$ cat src/rtl/testboard_pkg.sv
`default_nettype none
// +--------------------------------------------------------------------------+
// | Package    : testboard_pkg                                               |
// | Description: Shared types and golden model for the Liberty74 testboard   |
// |              self-test sequencer.                                        |
// |              - state_e       : sequencer state encoding                  |
// |              - NUM_RESULTS   : number of gate result bits (16)           |
// |              - NUM_PATTERNS  : number of switch patterns walked (8)      |
// |              - golden_result : expected gate outputs for a pattern       |
// | Revision   : 1.0 - initial release                                       |
// +--------------------------------------------------------------------------+
package testboard_pkg;

    localparam int NUM_RESULTS  = 16;
    localparam int NUM_PATTERNS = 8;

    typedef enum logic [1:0] {
        IDLE   = 2'd0,
        SETTLE = 2'd1,
        CHECK  = 2'd2,
        DONE   = 2'd3
    } state_e;

    // Expected gate array outputs for switch pattern p (a=p[0], b=p[1], c=p[2]).
    function automatic logic [NUM_RESULTS-1:0] golden_result(input logic [2:0] p);
        logic a;
        logic b;
        logic c;
        logic [NUM_RESULTS-1:0] r;
        a = p[0];
        b = p[1];
        c = p[2];
        r[0]  = a;
        r[1]  = a;
        r[2]  = ~a;
        r[3]  = c ? b : a;
        r[4]  = a & b;
        r[5]  = a & b & c;
        r[6]  = ~(a & b);
        r[7]  = ~(a & b & c);
        r[8]  = a | b;
        r[9]  = a | b | c;
        r[10] = ~(a | b);
        r[11] = ~(a | b | c);
        r[12] = (a & b) | c;
        r[13] = (a | b) & c;
        r[14] = a ^ b;
        r[15] = a ^ b ^ c;
        return r;
    endfunction

endpackage
`default_nettype wire

$ cat src/rtl/testboard_selftest_seq.sv
`default_nettype none
// +--------------------------------------------------------------------------+
// | Module     : testboard_selftest_seq                                      |
// | Description: Self-test sequencer for the Liberty74 testboard gate array. |
// |              Walks all 8 switch patterns, waits SETTLE_CYCLES per        |
// |              pattern, samples the 16 gate results once and accumulates   |
// |              mismatches against the golden model.                        |
// | Parameters : SETTLE_CYCLES (>=1) settle delay per pattern                |
// |              ERR_CNT_W          width of the saturating error counter    |
// | Macro      : SELFTEST_LOOP_EN - when defined, the sequencer keeps        |
// |              looping over the patterns while start_i is high, pulsing    |
// |              done_o once per pass.                                       |
// | Ports      : clk_i          in   board clock                             |
// |              rst_i          in   synchronous active-high reset           |
// |              start_i        in   start level (sampled in IDLE/DONE)      |
// |              pattern_o      out  gate inputs A/B/C                       |
// |              drive_en_o     out  sequencer owns the gate inputs          |
// |              result_i       in   gate outputs [15:0]                     |
// |              busy_o         out  run in progress                         |
// |              done_o         out  run finished                            |
// |              pass_o         out  done with zero errors                   |
// |              fail_o         out  sticky mismatch flag                    |
// |              err_mask_o     out  sticky OR of mismatching bits           |
// |              err_cnt_o      out  saturating mismatch count               |
// |              fail_pattern_o out  pattern of first mismatch               |
// | Revision   : 1.0 - initial release                                       |
// +--------------------------------------------------------------------------+
module testboard_selftest_seq #(
    parameter int SETTLE_CYCLES = 4,
    parameter int ERR_CNT_W     = 8
) (
    input  logic                 clk_i,
    input  logic                 rst_i,
    input  logic                 start_i,
    output logic [2:0]           pattern_o,
    output logic                 drive_en_o,
    input  logic [15:0]          result_i,
    output logic                 busy_o,
    output logic                 done_o,
    output logic                 pass_o,
    output logic                 fail_o,
    output logic [15:0]          err_mask_o,
    output logic [ERR_CNT_W-1:0] err_cnt_o,
    output logic [2:0]           fail_pattern_o
);

    import testboard_pkg::*;

    localparam int                c_SCNT_W    = (SETTLE_CYCLES > 1) ? $clog2(SETTLE_CYCLES) : 1;
    localparam logic [c_SCNT_W-1:0] c_SCNT_LAST = c_SCNT_W'(SETTLE_CYCLES - 1);
    localparam logic [2:0]        c_LAST_PAT  = 3'(NUM_PATTERNS - 1);

    state_e                  state_q, state_d;
    logic [c_SCNT_W-1:0]     settle_q, settle_d;
    logic [2:0]              pattern_q, pattern_d;
    logic [ERR_CNT_W-1:0]    err_cnt_q, err_cnt_d;
    logic [NUM_RESULTS-1:0]  err_mask_q, err_mask_d;
    logic                    fail_q, fail_d;
    logic [2:0]              fail_pat_q, fail_pat_d;
    logic                    done_pulse_q, done_pulse_d;

    logic                    w_settle_done;
    logic                    w_last_pattern;
    logic [NUM_RESULTS-1:0]  w_diff;

    assign w_settle_done  = (settle_q == c_SCNT_LAST);
    assign w_last_pattern = (pattern_q == c_LAST_PAT);
    assign w_diff         = result_i ^ golden_result(pattern_q);

    // ------------------------------------------------------------------
    // FSM: state register
    // ------------------------------------------------------------------
    always_ff @(posedge clk_i) begin
        if (rst_i) begin
            state_q <= IDLE;
        end else begin
            state_q <= state_d;
        end
    end

    // ------------------------------------------------------------------
    // FSM: next-state logic. start_i only matters in IDLE/DONE, so a run
    // can never be restarted part-way through.
    // ------------------------------------------------------------------
    always_comb begin
        state_d = state_q;
        unique case (state_q)
            IDLE, DONE: begin
                if (start_i) state_d = SETTLE;
            end
            SETTLE: begin
                if (w_settle_done) state_d = CHECK;
            end
            CHECK: begin
                if (w_last_pattern) begin
`ifdef SELFTEST_LOOP_EN
                    state_d = start_i ? SETTLE : DONE;
`else
                    state_d = DONE;
`endif
                end else begin
                    state_d = SETTLE;
                end
            end
            default: state_d = IDLE;
        endcase
    end

    // ------------------------------------------------------------------
    // FSM: outputs. done_pulse_q covers the loop case where the pass
    // ends but the sequencer goes straight back to SETTLE.
    // ------------------------------------------------------------------
    always_comb begin
        busy_o     = (state_q == SETTLE) || (state_q == CHECK);
        drive_en_o = busy_o;
        done_o     = (state_q == DONE) || done_pulse_q;
        pass_o     = done_o && (err_cnt_q == '0);
    end

    assign pattern_o      = pattern_q;
    assign fail_o         = fail_q;
    assign err_mask_o     = err_mask_q;
    assign err_cnt_o      = err_cnt_q;
    assign fail_pattern_o = fail_pat_q;

    // ------------------------------------------------------------------
    // Datapath: counters and error accumulators
    // ------------------------------------------------------------------
    always_comb begin
        settle_d     = settle_q;
        pattern_d    = pattern_q;
        err_cnt_d    = err_cnt_q;
        err_mask_d   = err_mask_q;
        fail_d       = fail_q;
        fail_pat_d   = fail_pat_q;
        done_pulse_d = 1'b0;
        unique case (state_q)
            IDLE, DONE: begin
                if (start_i) begin
                    settle_d   = '0;
                    pattern_d  = '0;
                    err_cnt_d  = '0;
                    err_mask_d = '0;
                    fail_d     = 1'b0;
                    fail_pat_d = '0;
                end
            end
            SETTLE: begin
                if (!w_settle_done) settle_d = settle_q + c_SCNT_W'(1);
            end
            CHECK: begin
                settle_d = '0;
                if (w_diff != '0) begin
                    if (err_cnt_q != '1) err_cnt_d = err_cnt_q + ERR_CNT_W'(1);
                    err_mask_d = err_mask_q | w_diff;
                    fail_d     = 1'b1;
                    if (!fail_q) fail_pat_d = pattern_q;
                end
                if (w_last_pattern) begin
                    done_pulse_d = 1'b1;
`ifdef SELFTEST_LOOP_EN
                    pattern_d = '0;
`endif
                end else begin
                    pattern_d = pattern_q + 3'd1;
                end
            end
            default: ;
        endcase
    end

    always_ff @(posedge clk_i) begin
        if (rst_i) begin
            settle_q     <= '0;
            pattern_q    <= '0;
            err_cnt_q    <= '0;
            err_mask_q   <= '0;
            fail_q       <= 1'b0;
            fail_pat_q   <= '0;
            done_pulse_q <= 1'b0;
        end else begin
            settle_q     <= settle_d;
            pattern_q    <= pattern_d;
            err_cnt_q    <= err_cnt_d;
            err_mask_q   <= err_mask_d;
            fail_q       <= fail_d;
            fail_pat_q   <= fail_pat_d;
            done_pulse_q <= done_pulse_d;
        end
    end

endmodule
`default_nettype wire
$ cat config.mk
export PLATFORM = sky130hd
export DESIGN_NAME = testboard_selftest_seq
export DESIGN_NICKNAME = d
export VERILOG_FILES = /design/src/rtl/testboard_pkg.sv /design/src/rtl/testboard_selftest_seq.sv
export SDC_FILE = /design/constraint.sdc
export NUM_CORES = 1
export LEC_CHECK = 0
export BUFFER_PORTS_ARGS = -buffer_cell sky130_fd_sc_hd__buf_2
export CAP_MARGIN = 20
export CELL_PAD_IN_SITES_DETAIL_PLACEMENT = 1
export CELL_PAD_IN_SITES_GLOBAL_PLACEMENT = 1
export CORE_MARGIN = 2
export CORE_UTILIZATION = 35
export DETAILED_ROUTE_END_ITERATION = 8
export GPL_TIMING_DRIVEN = 0
export PLACE_DENSITY_LB_ADDON = 0.1
export SKIP_CTS_REPAIR_TIMING = 1
export SLEW_MARGIN = 20
export SYNTH_ARGS = -nofsm -noshare
export SYNTH_HDL_FRONTEND = slang
export SYNTH_SLANG_ARGS = --single-unit
$ cat constraint.sdc
create_clock -name clk_i -period 2.8 [get_ports clk_i]
set_input_delay 0.28 -clock clk_i [delete_from_list [all_inputs] [get_ports clk_i]]
set_output_delay 0.28 -clock clk_i [all_outputs]
set_load 0.05 [all_outputs]
==> metrics.cfg <==
[layout]
antenna_cells = 0
fin_cells = 396
layout-drive-gt1-share_pct = 25.5
synthToLayoutAreaGrowth_pct = 23.1
postLayoutCoreUtil_pct = 44.7
nNetsFinal = 350

[floorplan]
dieWidth_um = 82.6
ios = 54
core-area_um2 = 5960
initial_core_util_pct = 36.3
rows = 28
die_h_um = 82.6
die_area_um2 = 6830

[clock_tree]
root_buffer = clkbuf_8
tritoncts = yes
htreeDepth = 2
clk_pin_slew_worst_paths_ns = 0.08
clock_latency_ns = 0.29
clockBufferDepth = 2
cts_buffers = 5
cts.sinks = 36

[logic_synthesis]
yosys.area.top_type_share_pct = 33.3
synthesis.area_um2 = 2160
ys_seq_area_share_pct = 33.3
synth-edff-count = 0
syn-num-nets = 290
async_reset_ff_share_pct = 0
ys.warnings.count = 0
ys_ff_latch = 36
synth_flop_cell = dfxtp_1
synth_top_area_cell = dfxtp_1
synth_common_cells = 36 x dfxtp_1, 31 x nor2_1, 19 x a21oi_1, 19 x nand2_1, 16 x inv_1
ys_types = 54
synth.avg_cell_area_um2 = 8.32
ys_top_cells_by_area = dfxtp_1 33%, ha_1 6.4%, nor2_1 5.4%, xnor2_1 5.3%, a21oi_1 4.4%
syn-instance-count = 260
synth.most_common_cell = dfxtp_1

[placement]
portBuffers = 52
placed_cells = 387
hpwl_um = 4620
place.gp.congestion = 0.856

[sta]
slew_viol_final = 0
finalSetupTns_ns = 0
final-hold-violation-count = 0
period_share_pct = 97.1
fmaxAchievable_mhz = 368
max-slew-margin-rel_pct = 53.0
finalClockSkew_ns = 0.00305
finalSetupViolCount = 0
worst_pin_slew_ns = 0.700
fin_crit_ns = 2.72

[routing]
drt_iter0_drc = 86
drt_wl_total_um = 6160
vias = 2116
viasPerCell = 5.34
wl_per_cell_um = 15.6
drc_errors = 0
firstDrtPassIters = 4
postRouteAntennaNets = 0

[worst_setup_path]
critPathRequiredTime_ns = 2.96
worst-setup-path-type = reg2reg
crit_arrival_ns = 2.88
crit_fanout = 10
r2r_slack_ns = 0.08
r2r_end = err_cnt_o[4]
r2r-start = pattern_o[0]
worstSetupStartpointType = flop
endpoint_kind = flop
reg2regPathDepth = 9

[hold_path]
holdCritPathClass = in2reg
min_path_cells = 2
min_to = err_cnt_o[2]
holdCritStartpoint = rst_i

[power]
ir_drop_uv = 210
total_leakage_power_uw = 0.00113
p_per_area_nw_per_um2 = 448

[global_route]
grt_pass1_vias = 1967
track_usage_pct = 19.1
grt_pass1_wl_um = 9880
grt_start_max_net_pins = 12
antenna_found_initial = 0
gr-total-overflow = 0

[outcome]
status = complete, no violations

[flow_run]
cap_violations = 0

[critical path, cell delays in order (launching register included)]
cell      delay [ns]
dfxtp_4         0.37
buf_6           0.14
inv_1           0.09
ha_4            0.27
xor2_1          0.17
or4b_4          0.55
or4_4           0.51
buf_6           0.16
o21ai_0         0.21
a221oi_1        0.11
[sequential cells by signal (all words and copies together), names as in the netlist]
register        cells
done_pulse_q        1
settle_q            2
err_cnt_o           8
fail_o              1
err_mask_o         16
pattern_o           3
fail_pattern_o      3
state_q             2
[cells by family after synthesis]
logic type,Yosys count,synth area share (%)
AOI/OAI and AO/OA,67,20.6
adders and majority gates,11,6.36
buffers and inverters,31,6.88
muxes,4,1.91
xor gates and xnor gates,19,7.69
DFF,36,33.3
and+or+nand+nor,92,23.2
[cell usage in the layout, fill, tap and decap left out, drive strengths merged, types with 3 or more instances in the layout]
| cell | n |
|---|---|
| nor4 | 4 |
| o211ai | 5 |
| o21ai | 12 |
| o2111ai | 3 |
| mux2i | 3 |
| a21oi | 19 |
| a21o | 3 |
| xor2 | 6 |
| nor3b | 4 |
| a22oi | 3 |
| nand2b | 4 |
| a221oi | 5 |
| nor2 | 31 |
| nand3 | 6 |
| buf | 62 |
| dfxtp | 36 |
| nand2 | 19 |
| ha | 11 |
| a31oi | 3 |
| inv | 16 |
| nand4 | 4 |
| clkbuf | 12 |
| xnor2 | 13 |
[stage by stage]
stage / cell area, µm² / setup slack, ns / hold WS, ns / total power, µW
after floorplan: 2170 / 0.0121 / 0.474 / 735
after global placement: 2520 / -0.118 / 0.438 / 802
after detailed placement: 2520 / -0.117 / 0.450 / 805
after CTS: 2620 / -0.133 / 0.200 / 1210
after global routing: 2660 / -0.0107 / 0.219 / 1250
final: 2660 / 0.0811 / 0.203 / 1190
[per-layer routing]
| layer | GRT usage [%] | part of all wire [%] |
|---|---|---|
| met5 | 0 | 0 |
| met4 | 5.90 | 1.2 |
| met3 | 3.04 | 3.5 |
| met2 | 29.9 | 45 |
| met1 | 26.8 | 50 |
[final cells by class]
| type | instances | area, µm² |
|---|---|---|
| Buffer | 14 | 97.6 |
| Clock buffer | 6 | 82.6 |
| Clock inverter | 2 | 10.0 |
| Fill cell | 752 | 3290 |
| Inverter | 16 | 60.1 |
| Multi-Input combinational cell | 193 | 1310 |
| Sequential cell | 36 | 732 |
| Tap cell | 75 | 93.8 |
| Timing Repair Buffer | 54 | 275 |
[report_power, final]
group	switching (µW)	total, µW	internal [µW]
clock network	207	404	197
logic	173	251	77.4
registers	11.9	540	528
total	392	1190	802
[worst max-delay path by stage]
stage	depth (start not counted)	endpoint	slack, ns	start
4_1_cts	9	err_cnt_o[3]	-0.13	pattern_o[0]
6_report	9	err_cnt_o[4]	0.08	pattern_o[0]
3_3_place_gp	9	err_cnt_o[3]	-0.12	pattern_o[0]
2_1_floorplan	9	err_cnt_o[3]	0.01	pattern_o[0]
5_1_grt	9	err_cnt_o[4]	-0.01	pattern_o[0]
3_5_place_dp	9	err_cnt_o[3]	-0.12	pattern_o[0]
No activity file was read; power rests on OpenSTA's default activity.
